## src/rtl/cordic_output_stage.sv

```systemverilog
// Output stage of the pipelined CORDIC rotator: gain compensation, quadrant fix, FWFT result FIFO.
// Define CORDIC_GAIN_COMP_EN to enable the K ~= 0.607254 shift-add gain compensation.
module cordic_output_stage #(
    parameter int WIDTH  = 32,
    parameter int DEPTH  = 4,
    parameter int ADDR_W = 2
) (
    input  logic                    clk,
    input  logic                    rst,
    input  logic                    valid_in,
    input  logic signed [WIDTH-1:0] x_in,
    input  logic signed [WIDTH-1:0] y_in,
    input  logic signed [WIDTH-1:0] z_in,
    input  logic        [1:0]       quad_in,
    input  logic                    out_ready,
    output logic                    out_valid,
    output logic signed [WIDTH-1:0] cos_out,
    output logic signed [WIDTH-1:0] sin_out,
    output logic signed [WIDTH-1:0] z_res,
    output logic        [ADDR_W:0]  fifo_count,
    output logic                    overflow
);

    localparam logic [ADDR_W:0] FULL_CNT = DEPTH[ADDR_W:0];

`ifdef CORDIC_GAIN_COMP_EN
    function automatic logic signed [WIDTH-1:0] gain_a(input logic signed [WIDTH-1:0] v);
        return (v >>> 1) + (v >>> 3) - (v >>> 6) - (v >>> 9);
    endfunction

    function automatic logic signed [WIDTH-1:0] gain_b(input logic signed [WIDTH-1:0] a,
                                                       input logic signed [WIDTH-1:0] v);
        return a - (v >>> 13) - (v >>> 15) - (v >>> 16);
    endfunction
`endif

    // Two's complement negation; the most negative value wraps onto itself.
    function automatic logic signed [WIDTH-1:0] neg(input logic signed [WIDTH-1:0] v);
        return -v;
    endfunction

    logic                    vld_p0, vld_p1, vld_p2;
    logic signed [WIDTH-1:0] x_p0, y_p0, z_p0;
    logic        [1:0]       quad_p0, quad_p1, quad_p2;
    logic signed [WIDTH-1:0] xa_p1, ya_p1, z_p1;
`ifdef CORDIC_GAIN_COMP_EN
    logic signed [WIDTH-1:0] x_p1, y_p1;
`endif
    logic signed [WIDTH-1:0] xb_p2, yb_p2, z_p2;

    logic signed [WIDTH-1:0] cos_w, sin_w;

    logic signed [WIDTH-1:0] cos_mem [DEPTH];
    logic signed [WIDTH-1:0] sin_mem [DEPTH];
    logic signed [WIDTH-1:0] z_mem   [DEPTH];
    logic        [ADDR_W-1:0] rd_ptr, wr_ptr, rd_next;
    logic        [ADDR_W:0]   count, count_next;
    logic                     pop, full, do_write;
    logic signed [WIDTH-1:0]  head_cos, head_sin, head_z;

    always_ff @(posedge clk) begin
        if (rst) begin
            vld_p0 <= 1'b0;
            vld_p1 <= 1'b0;
            vld_p2 <= 1'b0;
        end else begin
            vld_p0 <= valid_in;
            vld_p1 <= vld_p0;
            vld_p2 <= vld_p1;
        end
    end

    always_ff @(posedge clk) begin
        // p0: input capture
        x_p0    <= x_in;
        y_p0    <= y_in;
        z_p0    <= z_in;
        quad_p0 <= quad_in;
        // p1: gain part A
`ifdef CORDIC_GAIN_COMP_EN
        xa_p1   <= gain_a(x_p0);
        ya_p1   <= gain_a(y_p0);
        x_p1    <= x_p0;
        y_p1    <= y_p0;
`else
        xa_p1   <= x_p0;
        ya_p1   <= y_p0;
`endif
        z_p1    <= z_p0;
        quad_p1 <= quad_p0;
        // p2: gain part B
`ifdef CORDIC_GAIN_COMP_EN
        xb_p2   <= gain_b(xa_p1, x_p1);
        yb_p2   <= gain_b(ya_p1, y_p1);
`else
        xb_p2   <= xa_p1;
        yb_p2   <= ya_p1;
`endif
        z_p2    <= z_p1;
        quad_p2 <= quad_p1;
    end

    always_comb begin
        cos_w = xb_p2;
        sin_w = yb_p2;
        case (quad_p2)
            2'd1:    begin cos_w = neg(yb_p2); sin_w = xb_p2;      end
            2'd2:    begin cos_w = neg(xb_p2); sin_w = neg(yb_p2); end
            2'd3:    begin cos_w = yb_p2;      sin_w = neg(xb_p2); end
            default: begin cos_w = xb_p2;      sin_w = yb_p2;      end
        endcase
    end

    // A full FIFO still accepts a write when the head is popped on the same edge.
    always_comb begin
        pop        = (count != '0) && out_ready;
        full       = (count == FULL_CNT);
        do_write   = vld_p2 && (!full || pop);
        rd_next    = pop ? rd_ptr + ADDR_W'(1) : rd_ptr;
        count_next = count;
        if (do_write && !pop)
            count_next = count + (ADDR_W+1)'(1);
        else if (!do_write && pop)
            count_next = count - (ADDR_W+1)'(1);
        if (do_write && (wr_ptr == rd_next)) begin
            head_cos = cos_w;
            head_sin = sin_w;
            head_z   = z_p2;
        end else begin
            head_cos = cos_mem[rd_next];
            head_sin = sin_mem[rd_next];
            head_z   = z_mem[rd_next];
        end
    end

    always_ff @(posedge clk) begin
        if (do_write) begin
            cos_mem[wr_ptr] <= cos_w;
            sin_mem[wr_ptr] <= sin_w;
            z_mem[wr_ptr]   <= z_p2;
        end
    end

    always_ff @(posedge clk) begin
        if (rst) begin
            rd_ptr   <= '0;
            wr_ptr   <= '0;
            count    <= '0;
            overflow <= 1'b0;
            cos_out  <= '0;
            sin_out  <= '0;
            z_res    <= '0;
        end else begin
            rd_ptr <= rd_next;
            count  <= count_next;
            if (do_write)
                wr_ptr <= wr_ptr + ADDR_W'(1);
            if (vld_p2 && full && !pop)
                overflow <= 1'b1;
            // Registered head: holds its last value while the FIFO is empty.
            if (count_next != '0) begin
                cos_out <= head_cos;
                sin_out <= head_sin;
                z_res   <= head_z;
            end
        end
    end

    assign out_valid  = (count != '0);
    assign fifo_count = count;

endmodule

```

## config.mk

```make
export PLATFORM = sky130hd
export DESIGN_NAME = cordic_output_stage
export DESIGN_NICKNAME = d
export VERILOG_FILES = /design/src/rtl/cordic_output_stage.sv
export SDC_FILE = /design/constraint.sdc
export NUM_CORES = 1
export LEC_CHECK = 0
export ABC_CLOCK_PERIOD_IN_PS = 6530
export CAP_MARGIN = 15
export CORE_UTILIZATION = 50
export CTS_BUF_LIST = sky130_fd_sc_hd__clkbuf_8
export DETAILED_ROUTE_END_ITERATION = 8
export GPL_TIMING_DRIVEN = 0
export PLACE_DENSITY = 0.69
export SLEW_MARGIN = 20
export SYNTH_ARGS = -nofsm -noshare
export SYNTH_HDL_FRONTEND = slang
export SYNTH_SLANG_ARGS = --single-unit
```

## constraint.sdc

```tcl
create_clock -name clk -period 6.53 [get_ports clk]
set_input_delay 1.306 -clock clk [delete_from_list [all_inputs] [get_ports clk]]
set_output_delay 1.306 -clock clk [all_outputs]
set_load 0.01 [all_outputs]
```

==> impl_results.md <==
* Status: finished, final reports clean
* Least-Margin Pin Slew at 1210 ps
* Worst min path class: reg2reg
* Residual DRC at 0
* Slowest cell delay on critical path at 800 ps
* Post-synthesis adder-cell area fraction at 0.00389
* CP arrival at around 5000 ps
* Number of global-route vias before repair at 19400
* Die area at around 0.06 sq mm
* Final net count at 2501
* Port buffer count at 201
* # hold bufs at CTS at 0
* CP top delay family: buffers and inverters
* Synth Area in Compound Gates at 0.0972
* Area delta synth->final at 19.7%
* Netlist cell types at just under 90
* I/O Pins at 203
* CP Class: in2reg
* Gr usage total at 0.282
* Final setup skew at 44.1 ps
* Cell total after placement at 3028
* WL/cell at 25.5 um
* Synth async-reset ratio at 0
* VDD IR max at around 230 uV
* Max Fclk at 230 MHz
* Htree depth at 3
* DR iter-0 viols at 1900
* CTS clock-pin slew for the worst setup and hold paths at roughly 60 ps
* Fin util at 0.611
* Final setup fails at 0
* Syn nets at 2174
* Average size of a mapped cell at 14.0 sq um
* Worst setup EP type: flip-flop
* Pwr Density at 391 mW/mm^2
* Critical Path RT at about 7000 ps
* Syn Inst Count at approximately 2100
* Setup crit start kind: input port
* Initial Util at 0.510
* Synthesis warning total at 0
* RSZ-0062 raised after global routing: no
* Post-synth EDFFs at 384
* Synth Area in Simple Gates at 0.0905
* Vias per cell at approximately 6.0
* Setup TNS at 0 ps
* Worst path slowest cell: clkbuf_1
* Post-synthesis xor/xnor area fraction at 0.0106
* Max Cap Viol at 0
* Non-Filler Instances at 3251
* Period utilization at 0.667
* Routability cong. at 0.923
* Detailed Routing Iterations Pass 1 at 8
* Mux contribution to synthesized area at 0.0951
* CTS root buf: clkbuf_8
* GR Overflow Total at 0
* Layout cells sized above 1 at 0.150
* Antenna violations before repair at 3
* Crit path max fanout at 10
* Chip width at 243 um
* Slew HR at 0.193
* Dpl hpwl at 57700 um
* Largest net degree at the start of global routing at 44
* Power Total at around 14 mW
* Most frequent CP cell: clkbuf_1
* Post-cts sizing count at 0
* Largest family of logic cells by synthesized area: compound AO/OA/AOI/OAI gates
* Synth Flop Type: dfxtp_1
* Worst-skew pair later-pin latency at 760 ps
* Inserted Clock Buffers at 116
* Worst-path cell chain: clkdlybuf4s50_1 > clkbuf_1 > nand2_1 > a31oi_1 > a21o_1 > clkbuf_1 > buf_1 > a21oi_1 > a211oi_2
* Netlist Area Pre-Place at approximately 0.029 sq mm
* Postcts setup bufs at 0
* Antenna viol nets, final at 0
* Sequential element share of the synthesized area at 0.675
* Clock Tree Buf Depth at 3
* First-pass GRT wire length at 124000 um
* Yosys reg bits at 785
* Die height at 243 um
* Tmin final at approximately 4400 ps
* Final-layout fill cell count at 4372
* CTS tree: yes
* Hold Vio Cnt, Final at 0
* Clk sinks at around 800
* P_leak at 12.5 nW
* Drt total wl at ~83000 um
* Slew Viols, Final at 0
* Buf/Inv on CP at 4
* Via count of the routed design at roughly 20000
* Core Area at 0.0568 sq mm
* # rows at 87
-- through the flow --
stage / hold slack [ps] / setup WS [ps] / instance area [sq um]
after floorplan: 310 / 1960 / 29000
after global placement: 310 / -709 / 31900
after detailed placement: 312 / 1410 / 32200
after CTS: 308 / 2200 / 34700
after global routing: 317 / 2020 / 34700
final: 310 / 2180 / 34700
-- path summary, 6_finish.rpt --
path	startpoint	to	slack (ps)	cells past startpoint
worst min-delay path	z_p0[1]	z_p1[1]	310	0
worst max register to register	quad_p2[0]	cos_mem[0][24]	2250	7
worst max-delay path	out_ready	sin_out[19]	2180	9
worst min register to register	z_p0[1]	z_p1[1]	310	0
-- logic make-up after synthesis --
group / count (synthesis)
compound gates: 386
xor+xnor: 35
fa+ha+maj: 9
buf+inv: 189
flops: 785
mux: 150
simple gates: 509
-- sequential cells by signal, indices dropped and copies added, names as in the netlist, 3 cells and up --
name / count
sin_out: 32
fifo_count: 3
z_res: 32
xa_p1: 32
z_p0: 32
y_p0: 32
x_p0: 32
xb_p2: 32
z_p2: 32
cos_mem: 128
ya_p1: 32
yb_p2: 32
z_p1: 32
z_mem: 128
cos_out: 32
sin_mem: 128
-- cell type report --
type,instances,area (sq um),share of cell area
Multi-Input combinational cell,1089,8660,0.249
Buffer,152,668,0.0193
Sequential cell,785,19600,0.564
Inverter,37,139,0.00400
Antenna cell,1,2.50,0.0000721
Timing Repair Buffer,209,2220,0.0641
Tap cell,756,946,0.0273
Clock buffer,152,2090,0.0603
Clock inverter,70,417,0.0120
-- where the power goes --
group	switching, mW	internal [mW]
clock	1.87	2.22
combinational	2.05	1.62
sequential	0.261	5.55
-- cells in the final DEF, fill, tap and decap left out, types with 14 or more instances in the layout --
master / instances
mux2i_1: 46
o31ai_1: 14
nand4_1: 24
buf_1: 16
clkbuf_8: 152
nand2b_1: 14
or3_1: 29
nor2_1: 125
xor2_1: 14
nor3_1: 48
nor4_1: 32
mux4_2: 100
nand2_1: 110
or4_1: 23
buf_2: 28
clkdlybuf4s50_1: 201
edfxtp_1: 384
nand3_1: 30
o211ai_1: 20
a211oi_1: 71
xnor2_1: 21
a21oi_1: 95
inv_1: 83
o21ai_0: 42
dfxtp_1: 401
clkbuf_1: 95
-- cell usage after synthesis (28+ instances only) --
cell type  number  area [sq um]
dfxtp_1       401          8030
nand3_1        30           150
nor3_1         48           240
mux2i_1        46           460
a211oi_1       71           533
nor2_1        125           469
clkbuf_1       95           357
edfxtp_1      384         11500
or3_1          29           181
nand2_1       110           413
nor4_1         34           213
o21ai_0        42           210
mux4_2        100          2250
buf_2          28           140
inv_1          35           131
a21oi_1        95           475
-- routing by layer --
metal | vias to the layer above | track usage | wire (um)
li1 | 8615 | - | -
met1 | 9915 | 0.384 | 35100
met2 | 860 | 0.452 | 39100
met3 | 163 | 0.0506 | 5920
met4 | 0 | 0.105 | 2750
met5 | - | 0 | 0
Power figures use the tool's default switching activity.
